===== config.mk =====
export PLATFORM = sky130hd
export DESIGN_NAME = midi_tx
export DESIGN_NICKNAME = d
export VERILOG_FILES = /design/src/rtl/midi_pkg.sv /design/src/rtl/midi_tx_uart_byte.sv /design/src/rtl/midi_tx.sv
export SDC_FILE = /design/constraint.sdc
export NUM_CORES = 1
export LEC_CHECK = 0
export CELL_PAD_IN_SITES_DETAIL_PLACEMENT = 0
export CELL_PAD_IN_SITES_GLOBAL_PLACEMENT = 1
export CORE_MARGIN = 4
export CORE_UTILIZATION = 35
export CTS_CLUSTER_DIAMETER = 80
export CTS_CLUSTER_SIZE = 40
export DETAILED_ROUTE_END_ITERATION = 8
export PLACE_DENSITY = 0.66
export SLEW_MARGIN = 40
export SYNTH_ARGS = -nofsm -noshare
export SYNTH_HDL_FRONTEND = slang
export SYNTH_HIERARCHICAL = 1
export SYNTH_SLANG_ARGS = --single-unit

===== constraint.sdc =====
create_clock -name sys_clk -period 2.5 [get_ports sys_clk]
set_input_delay 0.75 -clock sys_clk [delete_from_list [all_inputs] [get_ports sys_clk]]
set_output_delay 0.75 -clock sys_clk [all_outputs]
set_load 0.005 [all_outputs]

===== src/rtl/midi_pkg.sv =====
// Shared MIDI status constants, state encodings and status-byte decode helpers
// used by the MIDI transmit path.
package midi_pkg;

  localparam logic [7:0] NOTE_OFF         = 8'h80;
  localparam logic [7:0] NOTE_ON          = 8'h90;
  localparam logic [7:0] POLY_PRESSURE    = 8'hA0;
  localparam logic [7:0] CONTROL_CHANGE   = 8'hB0;
  localparam logic [7:0] PROGRAM_CHANGE   = 8'hC0;
  localparam logic [7:0] CHANNEL_PRESSURE = 8'hD0;
  localparam logic [7:0] PITCH_BEND       = 8'hE0;
  localparam logic [7:0] SYSEX_START      = 8'hF0;
  localparam logic [7:0] MTC_QUARTER      = 8'hF1;
  localparam logic [7:0] SONG_POSITION    = 8'hF2;
  localparam logic [7:0] SONG_SELECT      = 8'hF3;
  localparam logic [7:0] SYS_RT_MIN       = 8'hF8;

  typedef enum logic [1:0] {TX_IDLE, TX_LOAD, TX_SEND} tx_state_e;
  typedef enum logic [1:0] {UART_IDLE, UART_START, UART_DATA, UART_STOP} uart_state_e;

  function automatic int clks_per_bit(input int clk_freq, input int baud);
    return clk_freq / baud;
  endfunction

  function automatic logic is_channel_status(input logic [7:0] status);
    return (status >= NOTE_OFF) && (status < SYSEX_START);
  endfunction

  function automatic logic is_system_common(input logic [7:0] status);
    return (status >= SYSEX_START) && (status < SYS_RT_MIN);
  endfunction

  // A status without bit7 set is an illegal input and is sent as a lone byte.
  function automatic logic [1:0] midi_msg_len(input logic [7:0] status);
    logic [1:0] len;
    len = 2'd1;
    if (status[7]) begin
      case (status & 8'hF0)
        NOTE_OFF, NOTE_ON, POLY_PRESSURE, CONTROL_CHANGE, PITCH_BEND: len = 2'd3;
        PROGRAM_CHANGE, CHANNEL_PRESSURE:                             len = 2'd2;
        default: begin
          if (status == SONG_POSITION) len = 2'd3;
          else if ((status == MTC_QUARTER) || (status == SONG_SELECT)) len = 2'd2;
          else len = 2'd1;
        end
      endcase
    end
    return len;
  endfunction

endpackage


===== src/rtl/midi_tx_uart_byte.sv =====
// 8N1 byte serializer: a one-cycle load strobe starts a frame, done pulses on
// the edge that ends the stop bit. The line output is registered and idles high.
module midi_tx_uart_byte
  import midi_pkg::*;
#(
  parameter int CLKS_PER_BIT = 1536
) (
  input  logic       clk_i,
  input  logic       rst_i,
  input  logic       load_i,
  input  logic [7:0] byte_i,
  output logic       txd_o,
  output logic       done_o
);

  localparam int CW = $clog2(CLKS_PER_BIT);
  localparam logic [CW-1:0] BAUD_LAST = CW'(CLKS_PER_BIT - 1);

  uart_state_e   state_q, state_d;
  logic [CW-1:0] baud_q, baud_d;
  logic [2:0]    bit_q, bit_d;
  logic [7:0]    shreg_q, shreg_d;
  logic          txd_q, txd_d;
  logic          baud_end;

  assign baud_end = (baud_q == BAUD_LAST);
  assign txd_o    = txd_q;

  always_ff @(posedge clk_i or posedge rst_i) begin
    if (rst_i) begin
      state_q <= UART_IDLE;
      baud_q  <= '0;
      bit_q   <= '0;
      shreg_q <= '0;
      txd_q   <= 1'b1;
    end else begin
      state_q <= state_d;
      baud_q  <= baud_d;
      bit_q   <= bit_d;
      shreg_q <= shreg_d;
      txd_q   <= txd_d;
    end
  end

  // The line value is computed one cycle ahead so txd_q changes exactly on bit boundaries.
  always_comb begin
    state_d = state_q;
    baud_d  = baud_q;
    bit_d   = bit_q;
    shreg_d = shreg_q;
    txd_d   = txd_q;
    done_o  = 1'b0;
    unique case (state_q)
      UART_IDLE: begin
        txd_d = 1'b1;
        if (load_i) begin
          state_d = UART_START;
          shreg_d = byte_i;
          baud_d  = '0;
          bit_d   = '0;
          txd_d   = 1'b0;
        end
      end
      UART_START: begin
        if (baud_end) begin
          baud_d  = '0;
          state_d = UART_DATA;
          txd_d   = shreg_q[0];
        end else begin
          baud_d = baud_q + 1'b1;
        end
      end
      UART_DATA: begin
        if (baud_end) begin
          baud_d  = '0;
          shreg_d = shreg_q >> 1;
          if (bit_q == 3'd7) begin
            state_d = UART_STOP;
            txd_d   = 1'b1;
          end else begin
            bit_d = bit_q + 3'd1;
            txd_d = shreg_q[1];
          end
        end else begin
          baud_d = baud_q + 1'b1;
        end
      end
      UART_STOP: begin
        if (baud_end) begin
          baud_d  = '0;
          state_d = UART_IDLE;
          done_o  = 1'b1;
        end else begin
          baud_d = baud_q + 1'b1;
        end
      end
      default: state_d = UART_IDLE;
    endcase
  end

endmodule


===== src/rtl/midi_tx.sv =====
// MIDI OUT transmitter: accepts whole messages over valid/ready, applies
// running-status compression and sequences the bytes into the 8N1 serializer.
module midi_tx
  import midi_pkg::*;
#(
  parameter int CLK_FREQ          = 48_000_000,
  parameter int BAUD              = 31_250,
  parameter int CLKS_PER_BIT      = clks_per_bit(CLK_FREQ, BAUD),
  parameter bit RUNNING_STATUS_EN = 1'b1
) (
  input  logic       sys_clk,
  input  logic       sys_rst,
  input  logic [7:0] MSG_STATUS,
  input  logic [7:0] MSG_DATA1,
  input  logic [7:0] MSG_DATA2,
  input  logic       MSG_VALID,
  output logic       MSG_READY,
  input  logic       RS_FLUSH,
  output logic       MIDI_DOUT,
  output logic       TX_BUSY
);

  tx_state_e  state_q, state_d;
  logic [7:0] status_q, status_d;
  logic [7:0] data1_q, data1_d;
  logic [7:0] data2_q, data2_d;
  logic [7:0] rs_q, rs_d;
  logic       rs_valid_q, rs_valid_d;
  logic [1:0] len_q, len_d;
  logic [1:0] idx_q, idx_d;
  logic       armed_q;
  logic       accept, rs_hit, byte_load, byte_done;
  logic [7:0] tx_byte;

  assign MSG_READY = (state_q == TX_IDLE) && armed_q;
  assign TX_BUSY   = (state_q != TX_IDLE);
  assign accept    = MSG_READY && MSG_VALID;

  // A flush in the accept cycle wins over the stored value, forcing the status out.
  assign rs_hit = RUNNING_STATUS_EN && is_channel_status(MSG_STATUS) &&
                  rs_valid_q && !RS_FLUSH && (rs_q == MSG_STATUS);

  always_ff @(posedge sys_clk or posedge sys_rst) begin
    if (sys_rst) begin
      state_q    <= TX_IDLE;
      status_q   <= '0;
      data1_q    <= '0;
      data2_q    <= '0;
      rs_q       <= '0;
      rs_valid_q <= 1'b0;
      len_q      <= '0;
      idx_q      <= '0;
      armed_q    <= 1'b0;
    end else begin
      state_q    <= state_d;
      status_q   <= status_d;
      data1_q    <= data1_d;
      data2_q    <= data2_d;
      rs_q       <= rs_d;
      rs_valid_q <= rs_valid_d;
      len_q      <= len_d;
      idx_q      <= idx_d;
      armed_q    <= 1'b1;
    end
  end

  always_comb begin
    state_d    = state_q;
    status_d   = status_q;
    data1_d    = data1_q;
    data2_d    = data2_q;
    rs_d       = rs_q;
    rs_valid_d = rs_valid_q && !RS_FLUSH;
    len_d      = len_q;
    idx_d      = idx_q;
    byte_load  = 1'b0;
    unique case (state_q)
      TX_IDLE: begin
        if (accept) begin
          state_d  = TX_LOAD;
          status_d = MSG_STATUS | 8'h80;
          data1_d  = MSG_DATA1;
          data2_d  = MSG_DATA2;
          len_d    = midi_msg_len(MSG_STATUS);
          idx_d    = rs_hit ? 2'd1 : 2'd0;
          if (is_channel_status(MSG_STATUS)) begin
            rs_d       = MSG_STATUS;
            rs_valid_d = 1'b1;
          end else if (is_system_common(MSG_STATUS)) begin
            rs_valid_d = 1'b0;
          end
        end
      end
      TX_LOAD: begin
        byte_load = 1'b1;
        state_d   = TX_SEND;
      end
      TX_SEND: begin
        if (byte_done) begin
          if (idx_q == (len_q - 2'd1)) begin
            state_d = TX_IDLE;
          end else begin
            idx_d   = idx_q + 2'd1;
            state_d = TX_LOAD;
          end
        end
      end
      default: state_d = TX_IDLE;
    endcase
  end

  always_comb begin
    tx_byte = status_q;
    if (idx_q == 2'd1) tx_byte = data1_q & 8'h7F;
    else if (idx_q == 2'd2) tx_byte = data2_q & 8'h7F;
  end

  midi_tx_uart_byte #(
    .CLKS_PER_BIT(CLKS_PER_BIT)
  ) u_uart_byte (
    .clk_i  (sys_clk),
    .rst_i  (sys_rst),
    .load_i (byte_load),
    .byte_i (tx_byte),
    .txd_o  (MIDI_DOUT),
    .done_o (byte_done)
  );

endmodule


# After elaboration in Yosys (flattened, before gate mapping)
# Index checks and enable logic that the tools add are counted.
[word_totals]
in_bits = 28
reg_bits = 63
[classes]
magnitude_cmp = 4
n_mux = 43
add_sub_neg = 4
eq_ne = 30
reduce_logical = 27
[op_table]
columns = ["operator", "count"]
rows = [
  ["$mux 8", 4],
  ["$eq 4x4->1 const B", 7],
  ["$mux 2", 13],
  ["$eq 8x8->1 const B", 3],
  ["$mux 11", 2],
  ["$pmux 11 s2", 1],
  ["$ge 8x8->1 const B", 2],
  ["$lt 8x8->1 const B", 2],
  ["$pmux 8 s2", 1],
  ["$mux 1", 13],
  ["$add 11x1->11 const B", 1],
  ["$eq 11x11->1 const B", 1],
  ["$ne 2x2->1 const B", 5],
  ["$mux 3", 3],
  ["$reduce_and 3->1", 3],
  ["$eq 2x2->1 const B", 4],
  ["$eq 8x8->1", 1],
  ["$logic_and 1x1->1", 8],
  ["$ne 2x1->1 const B", 4],
  ["$pmux 2 s2", 2],
  ["$pmux 2 s4", 1],
  ["$reduce_and 4->1", 2],
  ["$eq 2x1->1 const B", 3],
  ["$pmux 2 s3", 1],
  ["other kinds (17)", 21],
]

# Logic depth before layout (Yosys ltp)
# Gate-level depths: netlist (run 1).
[depth]
depth_word = 8
mapped_depth = 8

# Modules after synthesis
# The synthesis (run 1) kept the hierarchy.
[modules_own_cells]
columns = ["mod", "cells_each", "area_each_um2", "n_inst", "seq_area_each_um2"]
rows = [
  ["midi_tx", 156, 1839.3, 1, 950.9],
  ["midi_tx_uart_byte", 145, 1497.7, 1, 626.9],
]

# Least setup slack after synthesis (run 1)
# No wires, ideal clock.
[synth_path]
path_kind = "register to register"
from = "register u_uart_byte.baud_q[0]"
to = "register idx_q[1]"
path_stages_with_launch = 9
slack_ns = 0.446
arrival_ns = 1.927
setup_ns = 0.126
path_cell_list = "dfrtp_1 -> ha_1 -> nand4_1 -> nor3b_1 -> and2_1 -> nand2_1 -> a21o_1 -> and2_1 -> a311o_1"
[synth_via]
elab_chain_len = 5
[synth_rtl]
columns = ["item", "line_no", "rtl"]
rows = [
  ["start, declared", "midi_tx_uart_byte.sv:20", "logic [CW-1:0] baud_q, baud_d;"],
  ["start signal, assigned", "midi_tx_uart_byte.sv:38", "baud_q <= baud_d;"],
  ["$eq 11x11->1", "midi_tx_uart_byte.sv:26", "assign baud_end = (baud_q == BAUD_LAST);"],
  ["$mux 1", "midi_tx_uart_byte.sv:89", "if (baud_end) begin"],
  ["$mux 1", "midi_tx_uart_byte.sv:53", "unique case (state_q)"],
  ["via byte_done", "midi_tx.sv:32", "logic accept, rs_hit, byte_load, byte_done;"],
  ["$ne 2x2->1 (no line)", "-", ""],
  ["$reduce_and 4->1 (no line)", "-", ""],
  ["end signal, assigned", "midi_tx.sv:62", "idx_q <= idx_d;"],
  ["end, declared", "midi_tx.sv:30", "logic [1:0] idx_q, idx_d;"],
]
# The timed path passes the listed nets, and every way through them passes these cells.
# A chain may end at the register's enable or synchronous reset.

==> results of run 1 <==
==> cell usage in the layout, fill, tap and decap left out, types with 3 or more instances in the layout <==
master | Yosys | layout
dfrtp_1 | 62 | 62
mux2_2 | 36 | 36
clkdlybuf4s50_1 | 0 | 28
o21ai_0 | 26 | 26
nand2_1 | 24 | 24
buf_4 | 1 | 19
a21oi_1 | 10 | 10
nor2_1 | 10 | 10
inv_1 | 10 | 10
ha_1 | 10 | 10
nor3_1 | 9 | 9
clkbuf_8 | 0 | 9
nand2b_1 | 8 | 8
mux2i_1 | 7 | 7
mux2_4 | 7 | 7
xor2_1 | 6 | 6
a21o_1 | 5 | 5
nand3_1 | 5 | 5
nor2b_1 | 4 | 4
o31ai_1 | 4 | 4
nor3b_1 | 4 | 4
nand3b_1 | 3 | 3
a31oi_1 | 3 | 3
or2_2 | 3 | 3
==> per-layer routing <==
| metal | part of all wire | vias to the layer above | track usage | wire length, µm |
|---|---|---|---|---|
| met1 | 0.51 | 1138 | 0.177 | 3310 |
| met4 | 0.0054 | 0 | 0.0389 | 35 |
| met3 | 0.030 | 2 | 0.0337 | 192 |
| li1 | - | 1164 | - | - |
| met2 | 0.46 | 32 | 0.186 | 2960 |
| met5 | 0 | - | 0 | 0 |
==> worst min-delay path by stage <==
stage                             end  cells past startpoint   startpoint  slack (ns)
after global placement    status_q[7]                      1  status_q[7]        0.45
after CTS                 status_q[7]                      1  status_q[7]        0.47
after detailed placement  status_q[7]                      1  status_q[7]        0.45
after floorplan           status_q[7]                      1  status_q[7]        0.43
final                     status_q[7]                      1  status_q[7]        0.47
after global routing          rs_q[7]                      1      rs_q[7]        0.50
==> metrics by stage <==
stage | total power (µW) | hold WS, ns
after global routing | 2110 | 0.500
final | 2010 | 0.473
after global placement | 1130 | 0.445
after floorplan | 1060 | 0.430
after CTS | 2050 | 0.472
after detailed placement | 1130 | 0.455
==> worst reg2reg max path: stages, from the launching register on <==
cell and delay, ns:
dfrtp_1 0.39, ha_1 0.27, nand4_1 0.19, nor3b_1 0.26, and2_1 0.20, nand2_1 0.06
a21o_1 0.20, nor4b_1 0.37, a311o_1 0.17
==> registers in the layout (all words and copies together), names as in the netlist <==
| signal | cells |
|---|---|
| u_uart_byte/baud_q | 11 |
| rs_q | 8 |
| status_q | 8 |
| u_uart_byte/shreg_q | 8 |
| data1_q | 7 |
| data2_q | 7 |
| u_uart_byte/bit_q | 3 |
| idx_q | 2 |
| len_q | 2 |
| state_q | 2 |
| u_uart_byte/state_q | 2 |
| armed_q | 1 |
| rs_valid_q | 1 |
| u_uart_byte/txd_o | 1 |
==> layout make-up <==
cell class	instances	share of cell area
Clock buffer	9	0.0307
Clock inverter	7	0.0198
Inverter	10	0.00929
Multi-Input combinational cell	215	0.405
Sequential cell	63	0.391
Tap cell	129	0.0400
Timing Repair Buffer	47	0.105
==> cells by family (layout without fill, tap and decap cells) <==
logic type      count (synthesis)  in the layout
compound gates                 59             59
xor+xnor                        7              7
fa+ha+maj                      10             10
buf+inv                        23             73
flops                          63             63
mux                            50             50
other cells                     1              1
simple gates                   88             88
==> power groups by stage <==
stage	combinational (µW)	clock [µW]	sequential, µW
global route	97.7	990	1020
global placement	89.4	0	1040
CTS	89.8	940	1020
finish	86.3	903	1020
floorplan	22.9	0	1040
detailed placement	89.5	0	1040
==> flow_summary.json, run 1 <==
{
  "synth_seq_area_share": 0.473,
  "drc": 0,
  "drt-wirelength-per-cell_um": 13.6,
  "syn_inst": 301,
  "drive_gt1_frac": 0.245,
  "period_minus_slack_ns": 2.39,
  "dominantRegCellSynth": "dfrtp_1",
  "timing.rr.start": "u_uart_byte/baud_q[0]",
  "synth_xor_area_frac": 0.0184,
  "cts-resized-gates": 0,
  "max_freq_ghz": 0.418,
  "status": "finished clean",
  "antenna_found_initial": 0,
  "cp.buffers_inverters": 1,
  "worst_ep_arrival_time_ns": 1.64,
  "avgViaCountPerCell": 4.87,
  "synth_area_leaders": "dfrtp_1, mux2_2, o21ai_0, ha_1, mux2_4",
  "synth-seq-cells": 63,
  "setup_viol": 0,
  "crit_end": "MSG_READY",
  "yosys.area_share.simple": 0.151,
  "insertion_delay_ns": 0.33,
  "p_leak_uw": 0.00184,
  "regArea_um2": 1580,
  "critPathLaunch": "state_q[0]",
  "cp_data_required_time_ns": 1.75,
  "cp_slowest_stage_delay_ns": 0.50,
  "clk_pin_slew_worst_paths_ns": 0.07,
  "port-buffer-count": 28,
  "synth-compound-area-share": 0.108,
  "fin_area_um2": 4040,
  "antenna_cells": 0,
  "fillCellCount": 905,
  "cts_root_buf": "clkbuf_8",
  "fp.dieW_um": 106,
  "r2r_cells": 8,
  "slowest_stage": "clkdlybuf4s50_1",
  "grt_max_degree": 39,
  "grt_overflow_total": 0,
  "ys_top_cells_by_count": "dfrtp_1, mux2_2, o21ai_0",
  "synth_top_family_by_area": "multiplexers",
  "synth_fp_nets": 339,
  "dieArea_um2": 11200,
  "dp_cells": 464,
  "cap_violations": 0,
  "reg2reg_to": "idx_q[1]",
  "syn2layout_area_growth_pct": 21.1,
  "power_density_nw_per_um2": 497,
  "fin_crit_sh": 0.956,
  "ctsHoldBuffers": 0,
  "dpl_cell_area_um2": 3840,
  "cp.depth": 3,
  "start_util": 0.361,
  "fin_nets": 384,
  "via_count": 2336,
  "finalWirelength_um": 6500,
  "path_class": "register to primary output",
  "syn-cell-area_um2": 3340,
  "synth_top_area_frac": 0.465,
  "synthMuxAreaShare": 0.174,
  "tightest_slew_ns": 0.523,
  "ys_async_sr_fraction": 1.00,
  "syn_avg_cell_area_um2": 11.1,
  "hold_viol_final": 0,
  "ant_nets": 0,
  "place.gp.congestion": 0.763,
  "maxSlewHeadroom": 0.652,
  "cell_internal_pwr_uw": 1540,
  "yosys_warnings": 6,
  "peakVddDrop_mv": 0.204,
  "dp_slack_ns": 0.0716,
  "drt_iter0_drc": 103,
  "min_path_type": "register to register",
  "path_delay_family": "buffers and inverters",
  "dieHeight_um": 106,
  "clockPowerShare": 0.449,
  "cts.sinks": 63,
  "cts_tree": "built",
  "synth.most_common_cell": "dfrtp_1",
  "worst_slack_ns": 0.110,
  "synth_fa_ha_area_frac": 0.0375,
  "grt_pass1_wl_um": 11200,
  "synth_edf_count": 0,
  "fin_util": 0.437,
  "cp_cell_sequence": "or2_2 > nor2_1 > clkdlybuf4s50_1",
  "drtPass1Iterations": 4,
  "endpoint_kind": "primary output",
  "maxSlewViolCount": 0,
  "grt_usage": 0.125,
  "first_global_vias": 2366,
  "cts_buffers": 9,
  "synthDistinctLibCells": 49,
  "worstPathMaxFanout": 5,
  "crit_path_start_kind": "register",
  "row_count": 35,
  "cts_setup_buffers": 0,
  "htree_levels": 3,
  "rrSetupSlack_ns": 0.33,
  "io_pins": 31,
  "clock_path_buffers": 2,
  "finClkSkew_ns": 0.0105,
  "hpwl_um": 4830,
  "fin_cells": 480,
  "coreArea_um2": 9240,
  "grt_setup_unrepaired": "no",
  "yosys.area.top_type": "dfrtp_1",
  "share_seq_of_total_power": 0.508,
  "multi_input_area_um2": 1640,
  "combPwrFrac": 0.043,
  "power.switching_uw": 473,
  "setup_tns_ns": 0,
  "netSwitchingFraction": 0.236
}
Power figures use the tool's default switching activity.
==> run 2: changes to the inputs <==
CTS_CLUSTER_DIAMETER = 30   (was 80)
==> results of run 2 <==
Final layout, timing and power as in run 1 (identical DEF).
